===== src/rtl/manual_drive_pkg.sv =====
// Shared types and helpers for the manual-drive command path.
package manual_drive_pkg;

    // Enum value doubles as the bit index in the one-hot drive vector.
    typedef enum logic [3:0] {
        DirW    = 4'd0,
        DirS    = 4'd1,
        DirA    = 4'd2,
        DirD    = 4'd3,
        DirWa   = 4'd4,
        DirWd   = 4'd5,
        DirAs   = 4'd6,
        DirDs   = 4'd7,
        DirStop = 4'd8
    } drive_dir_t;

    typedef enum logic [1:0] {
        StStop,
        StDrive,
        StBrake,
        StTimeout
    } ctrl_state_t;

    // One-hot bit order {stop, ds, as, wd, wa, d, a, s, w}, bit0 = w.
    localparam int unsigned DIR_W = 9;
    localparam logic [DIR_W-1:0] DIR_STOP_OH = 9'h100;

    function automatic logic [DIR_W-1:0] dir_onehot(input drive_dir_t d);
        logic [DIR_W-1:0] one;
        one = {{(DIR_W-1){1'b0}}, 1'b1};
        return one << d;
    endfunction

    // hi_set flags any command bit above bit 3; such commands mean Stop.
    function automatic drive_dir_t decode_cmd(input logic [3:0] nib, input logic hi_set);
        drive_dir_t d;
        d = DirStop;
        if (!hi_set) begin
            case (nib)
                4'h1, 4'hA: d = DirW;
                4'h4:       d = DirS;
                4'h2:       d = DirA;
                4'h8:       d = DirD;
                4'h3:       d = DirWa;
                4'h9:       d = DirWd;
                4'h5:       d = DirAs;
                4'hC:       d = DirDs;
                default:    d = DirStop;
            endcase
        end
        return d;
    endfunction

    function automatic logic is_fwd(input drive_dir_t d);
        return (d == DirW) || (d == DirWa) || (d == DirWd);
    endfunction

    function automatic logic is_back(input drive_dir_t d);
        return (d == DirS) || (d == DirAs) || (d == DirDs);
    endfunction

endpackage


===== src/rtl/cmd_stability_filter.sv =====
// Consecutive-match filter: a direction is accepted only after STABLE_CNT
// matching strobes; Stop is accepted on its first strobe.
module cmd_stability_filter
    import manual_drive_pkg::*;
#(
    parameter int unsigned STABLE_CNT = 3
) (
    input  logic       clk,
    input  logic       rst_n,
    input  logic       clear_i,
    input  logic       valid_i,
    input  drive_dir_t dir_i,
    output drive_dir_t cand_o,
    output logic       accept_o
);

    localparam int unsigned CW = $clog2(STABLE_CNT + 1);
    localparam logic [CW-1:0] CNT_MAX = CW'(STABLE_CNT);
    localparam logic [CW-1:0] CNT_ONE = CW'(1);

    drive_dir_t    cand_q, cand_d;
    logic [CW-1:0] cnt_q, cnt_d;
    logic          reached;

    // Candidate/count update and accept pulse.
    always_comb begin
        cand_d   = cand_q;
        cnt_d    = cnt_q;
        reached  = 1'b0;
        accept_o = 1'b0;
        if (clear_i) begin
            cand_d = DirStop;
            cnt_d  = '0;
        end else if (valid_i) begin
            if (dir_i == cand_q) begin
                if (cnt_q != CNT_MAX) begin
                    cnt_d = cnt_q + CNT_ONE;
                end
                // A saturated count does not re-fire.
                reached = (cnt_q != CNT_MAX) && (cnt_d == CNT_MAX);
            end else begin
                cand_d  = dir_i;
                cnt_d   = CNT_ONE;
                reached = (CNT_ONE == CNT_MAX);
            end
            accept_o = reached || (dir_i == DirStop);
        end
    end

    // Candidate is exposed as its next value so it matches the accept pulse.
    assign cand_o = cand_d;

    // Filter state register.
    always_ff @(posedge clk or negedge rst_n) begin
        if (!rst_n) begin
            cand_q <= DirStop;
            cnt_q  <= '0;
        end else begin
            cand_q <= cand_d;
            cnt_q  <= cnt_d;
        end
    end

endmodule


===== src/rtl/manual_drive_ctrl.sv =====
// Manual-drive controller: filtered command decode, link-loss watchdog and
// reversal brake interval feeding a registered one-hot direction vector.
module manual_drive_ctrl
    import manual_drive_pkg::*;
#(
    parameter int unsigned CMD_W       = 8,
    parameter int unsigned STABLE_CNT  = 3,
    parameter int unsigned TIMEOUT_CYC = 50_000_000,
    parameter int unsigned BRAKE_CYC   = 5_000_000
) (
    input  logic             clk,
    input  logic             rst_n,
    input  logic [CMD_W-1:0] cmd_i,
    input  logic             cmd_valid_i,
    input  logic             manual_on_i,
    output logic [DIR_W-1:0] dir_o,
    output logic             timeout_o,
    output logic             braking_o
);

    localparam int unsigned WD_W = $clog2(TIMEOUT_CYC + 1);
    localparam int unsigned BR_W = $clog2(BRAKE_CYC + 1);
    localparam logic [WD_W-1:0] WD_MAX  = WD_W'(TIMEOUT_CYC);
    localparam logic [WD_W-1:0] WD_LAST = WD_W'(TIMEOUT_CYC - 1);
    localparam logic [BR_W-1:0] BR_LAST = BR_W'(BRAKE_CYC - 1);

    ctrl_state_t      state_q, state_d;
    drive_dir_t       active_q, active_d;
    drive_dir_t       pending_q, pending_d;
    logic [WD_W-1:0]  wd_q, wd_d;
    logic [BR_W-1:0]  brake_q, brake_d;
    logic [DIR_W-1:0] dir_q, dir_d;
    logic             timeout_q, timeout_d;
    logic             braking_q, braking_d;

    logic       hi_set;
    drive_dir_t dec;
    drive_dir_t cand;
    logic       accept;
    logic       strobe;
    logic       expire;
    logic       reverse;

    assign hi_set = (cmd_i >> 4) != '0;
    assign dec    = decode_cmd(cmd_i[3:0], hi_set);
    assign strobe = cmd_valid_i && manual_on_i;

    cmd_stability_filter #(
        .STABLE_CNT (STABLE_CNT)
    ) u_filter (
        .clk      (clk),
        .rst_n    (rst_n),
        .clear_i  (!manual_on_i),
        .valid_i  (strobe),
        .dir_i    (dec),
        .cand_o   (cand),
        .accept_o (accept)
    );

    // Watchdog: cleared by any strobe, otherwise counts up and saturates.
    always_comb begin
        wd_d = wd_q;
        if (!manual_on_i || cmd_valid_i) begin
            wd_d = '0;
        end else if (wd_q != WD_MAX) begin
            wd_d = wd_q + 1'b1;
        end
    end

    // A strobe in the expiry cycle clears the watchdog, so it wins.
    assign expire  = manual_on_i && !cmd_valid_i && (wd_q == WD_LAST);
    assign reverse = (is_fwd(cand) && is_back(active_q)) ||
                     (is_back(cand) && is_fwd(active_q));

    // Control FSM next-state, active/pending direction and brake counter.
    always_comb begin
        state_d   = state_q;
        active_d  = active_q;
        pending_d = pending_q;
        brake_d   = brake_q;
        if (!manual_on_i) begin
            state_d = StStop;
            brake_d = '0;
        end else if (expire) begin
            state_d = StTimeout;
            brake_d = '0;
        end else begin
            unique case (state_q)
                StStop, StTimeout: begin
                    if (accept && cand != DirStop) begin
                        state_d  = StDrive;
                        active_d = cand;
                    end
                end
                StDrive: begin
                    if (accept) begin
                        if (cand == DirStop) begin
                            state_d = StStop;
                        end else if (reverse) begin
                            state_d   = StBrake;
                            pending_d = cand;
                            brake_d   = '0;
                        end else begin
                            active_d = cand;
                        end
                    end
                end
                StBrake: begin
                    if (accept && cand == DirStop) begin
                        state_d = StStop;
                        brake_d = '0;
                    end else begin
                        if (accept) begin
                            pending_d = cand;
                        end
                        if (brake_q == BR_LAST) begin
                            state_d  = StDrive;
                            active_d = pending_d;
                            brake_d  = '0;
                        end else begin
                            brake_d = brake_q + 1'b1;
                        end
                    end
                end
            endcase
        end
    end

    // Outputs are registered from the next state so they move with the state.
    always_comb begin
        dir_d     = '0;
        timeout_d = 1'b0;
        braking_d = 1'b0;
        if (manual_on_i) begin
            dir_d     = (state_d == StDrive) ? dir_onehot(active_d) : DIR_STOP_OH;
            timeout_d = (state_d == StTimeout);
            braking_d = (state_d == StBrake);
        end
    end

    // State, counters and output registers.
    always_ff @(posedge clk or negedge rst_n) begin
        if (!rst_n) begin
            state_q   <= StStop;
            active_q  <= DirStop;
            pending_q <= DirStop;
            wd_q      <= '0;
            brake_q   <= '0;
            dir_q     <= '0;
            timeout_q <= 1'b0;
            braking_q <= 1'b0;
        end else begin
            state_q   <= state_d;
            active_q  <= active_d;
            pending_q <= pending_d;
            wd_q      <= wd_d;
            brake_q   <= brake_d;
            dir_q     <= dir_d;
            timeout_q <= timeout_d;
            braking_q <= braking_d;
        end
    end

    assign dir_o     = dir_q;
    assign timeout_o = timeout_q;
    assign braking_o = braking_q;

endmodule


===== config.mk =====
export PLATFORM = sky130hd
export DESIGN_NAME = manual_drive_ctrl
export DESIGN_NICKNAME = d
export VERILOG_FILES = /design/src/rtl/manual_drive_pkg.sv /design/src/rtl/cmd_stability_filter.sv /design/src/rtl/manual_drive_ctrl.sv
export SDC_FILE = /design/constraint.sdc
export NUM_CORES = 1
export LEC_CHECK = 0
export BUFFER_PORTS_ARGS = -buffer_cell sky130_fd_sc_hd__buf_2
export CORE_ASPECT_RATIO = 0.5
export CORE_UTILIZATION = 31
export CTS_BUF_LIST = sky130_fd_sc_hd__clkbuf_8
export DETAILED_ROUTE_END_ITERATION = 10
export PLACE_DENSITY_LB_ADDON = 0.3
export SLEW_MARGIN = 20
export SYNTH_ARGS = -nofsm -noshare
export SYNTH_HDL_FRONTEND = slang
export SYNTH_HIERARCHICAL = 1
export SYNTH_SLANG_ARGS = --single-unit

===== constraint.sdc =====
create_clock -name clk -period 2.9 [get_ports clk]
set_input_delay 0.435 -clock clk [delete_from_list [all_inputs] [get_ports clk]]
set_output_delay 0.435 -clock clk [all_outputs]
set_load 0.005 [all_outputs]

==> results.json <==
{
  "status": "finished with violations",
  "violations": "setup timing",
  "ir_drop_mv": 0.185,
  "multi_input_area_mm2": 0.00274,
  "worst-slew-pin-transition_ns": 0.975,
  "ff2ff_path_depth": 8,
  "synth_top_cell_by_area": "dfrtp_1",
  "grt_pass1_vias": 3931,
  "antenna_found_initial": 0,
  "worst_slack_ns": -0.202,
  "clock-root-buffer": "clkbuf_8",
  "h-tree-depth": 3,
  "gp_congestion": 0.924,
  "routed_via_density": 5.07,
  "grt_overflow": 0,
  "insertedDiodeCount": 0,
  "grt_pass1_wl_mm": 19.7,
  "ys_ff_latch": 76,
  "cpPeakStageDelay_ns": 0.57,
  "final_layout_size_suffix_gt1_share_pct": 32.4,
  "vias": 4120,
  "fin_crit_sh_pct": 107,
  "syn_nets": 530,
  "cts.sinks": 76,
  "path_depth": 13,
  "synth_area_leaders": "dfrtp_1, nor2_1, o21ai_0, nand2_1, xor2_1",
  "fin_skew_ns": 0.00992,
  "synth_flop_cell": "dfrtp_1",
  "start_util_pct": 32.5,
  "end_kind": "flip-flop",
  "syn-cell-area_mm2": 0.00450,
  "insertion_delay_ns": 0.36,
  "reg2reg_from": "brake_q[0]$_DFFE_PN0P_",
  "path_cells": "buf_6 > or4_4 > nor3_4 > mux2i_1 > nor2_2 > or3b_4 > a221oi_4 > o211ai_2 > a21oi_4 > buf_12 > o21ai_4 > or3_4 > a21oi_2",
  "rrSetupSlack_ns": 0.25,
  "die_w_um": 172,
  "drt-initial-drc-count": 319,
  "area_growth_pct": 34.6,
  "yosysSeqAreaShare_pct": 42.3,
  "syn_avg_cell_area_um2": 8.78,
  "yosys.area.top_type_share_pct": 40.6,
  "async_flop_share_pct": 100,
  "arrival_ns": 3.39,
  "synthTopCellsByCount": "nor2_1, dfrtp_1, nand2_1",
  "rows": 30,
  "die-area_mm2": 0.0150,
  "hold_viol": 0,
  "wl_per_cell_um": 14.5,
  "grt_usage_pct": 16.7,
  "clock_path_buffers": 2,
  "finalSetupViolations": 39,
  "start_kind": "primary input",
  "dpl.hpwl_mm": 8.12,
  "worstPathRequired_ns": 3.19,
  "period_minus_slack_ns": 3.10,
  "crit_family": "simple AND/OR/NAND/NOR gates",
  "stdcell_count": 812,
  "core-area_mm2": 0.0139,
  "path_clk_slew_ns": 0.08,
  "power.total_uw": 2500,
  "wl_mm": 11.8,
  "cts.hold.buffers_added": 0,
  "slew-limit-headroom_pct": 35.0,
  "synth.distinct_cells": 68,
  "p_leak_uw": 0.00259,
  "seq_area_mm2": 0.00191,
  "first_pass_iters": 4,
  "maxSlewViolCount": 0,
  "ios": 23,
  "port_buffers": 22,
  "antenna_left": 0,
  "cts_tree": "done",
  "grt_start_max_net_pins": 77,
  "cpMaxStageDelayCell": "or4_4",
  "criticalPathCategory": "primary input to flip-flop",
  "ys_warn_count": 6,
  "rr_endpoint": "dir_o[0]$_DFF_PN0_",
  "synth.most_common_cell": "nor2_1",
  "drv_cap": 0,
  "worstPathBufferInverterCount": 2,
  "placed_cells": 774,
  "critPathMaxFanout": 6,
  "cts_buffers": 9,
  "hold_class": "primary input to async pin",
  "fin_nets": 632,
  "rsz0062_at_grt": "yes",
  "fillerInstances": 1350,
  "netlist_instances": 513,
  "drc": 0,
  "fmax_mhz": 322,
  "die_h_um": 87.2,
  "synth_edf_count": 0,
  "p_per_area_mw_per_mm2": 412
}
-- sequential cells by signal, indices dropped and copies added, names as in the netlist --
name / cells
wd_q: 26
braking_o: 1
timeout_o: 1
state_q: 2
dir_o: 9
u_filter/cand_q: 4
u_filter/cnt_q: 2
pending_q: 4
brake_q: 23
active_q: 4
-- worst reg2reg max path, cell delays in order, from the launching register on --
cell and delay, ns:
dfrtp_1 0.44, ha_1 0.23, nand3_1 0.28, or2_2 0.44
nor4_2 0.32, nor3_2 0.11, o41ai_4 0.38, nand4_1 0.23
nor2_1 0.15
-- cell usage in the layout, fill, tap and decap left out, types with 14 or more instances in the layout --
cell type and count:
inv_1 16, and3_1 14, dfrtp_1 73, xnor2_1 14, nor2_1 69, buf_2 19
xor2_1 19, a21oi_1 17, buf_4 74, nand3_1 25, nand2_1 48
-- layout make-up --
class	count	share of cell area [%]
Inverter	19	1.18
Clock buffer	9	2.04
Tap cell	192	3.97
Multi-Input combinational cell	399	45.3
Clock inverter	7	1.61
Sequential cell	76	31.5
Timing Repair Buffer	110	14.5
-- worst max path at each step --
stage / startpoint / to / slack, ns
2_1_floorplan: cmd_i[6] / pending_q[0]$_DFFE_PN0P_ / -0.57
3_3_place_gp: cmd_i[6] / dir_o[7]$_DFF_PN0_ / -0.81
3_5_place_dp: cmd_i[6] / dir_o[6]$_DFF_PN0_ / -0.73
4_1_cts: cmd_i[5] / brake_q[17]$_DFFE_PN0P_ / -0.12
5_1_grt: cmd_i[5] / brake_q[17]$_DFFE_PN0P_ / -0.35
6_report: cmd_i[5] / brake_q[17]$_DFFE_PN0P_ / -0.20
-- layer usage --
layer | wire length, um | GRT usage, % | part of all wire (%)
met1 | 5890 | 23.8 | 50
met2 | 5410 | 26.0 | 46
met4 | 131 | 4.02 | 1.1
met5 | 0 | 0 | 0
met3 | 374 | 3.23 | 3.2
-- cells by family (layout without fill, tap and decap cells) --
group                      count (synthesis)  after routing  share of synthesized area, %
DFF                                       76             76                          42.3
muxes                                      8              8                          1.83
AOI/OAI and AO/OA                        103            103                          15.8
buffers and inverters                     38            145                          3.67
adders and majority gates                  5              5                          1.39
xor gates and xnor gates                  33             33                          6.42
and+or+nand+nor                          250            250                          28.6
-- power by group --
group	switching (uW)	total, uW	internal (uW)
logic	231	442	211
clock network	436	925	489
registers	30.9	1130	1100
-- per-stage QoR --
step	hold WS, ns	utilization [%]	instance area, um^2	worst slack, ns	setup TNS (ns)
2_1_floorplan	0.139	-	4590	-0.568	-13.25
3_3_place_gp	0.498	38.7	5360	-0.810	-22.76
3_5_place_dp	0.502	38.7	5360	-0.727	-23.28
4_1_cts	0.280	42.4	5870	-0.118	-1.45
5_1_grt	0.0696	43.7	6060	-0.353	-9.81
6_report	0.0484	43.7	6060	-0.202	-3.73
-- repair_timing --
| action | in CTS | in global routing |
|---|---|---|
| endpoints found under the hold margin | 0 | 0 |
| resized for setup | 36 | 46 |
| buffers inserted | 17 | 6 |
| setup endpoints to repair | 41 | 43 |
| gates cloned | 0 | 1 |
| pin swaps | 29 | 24 |
Note: power is estimated with default switching activity, not from simulation.
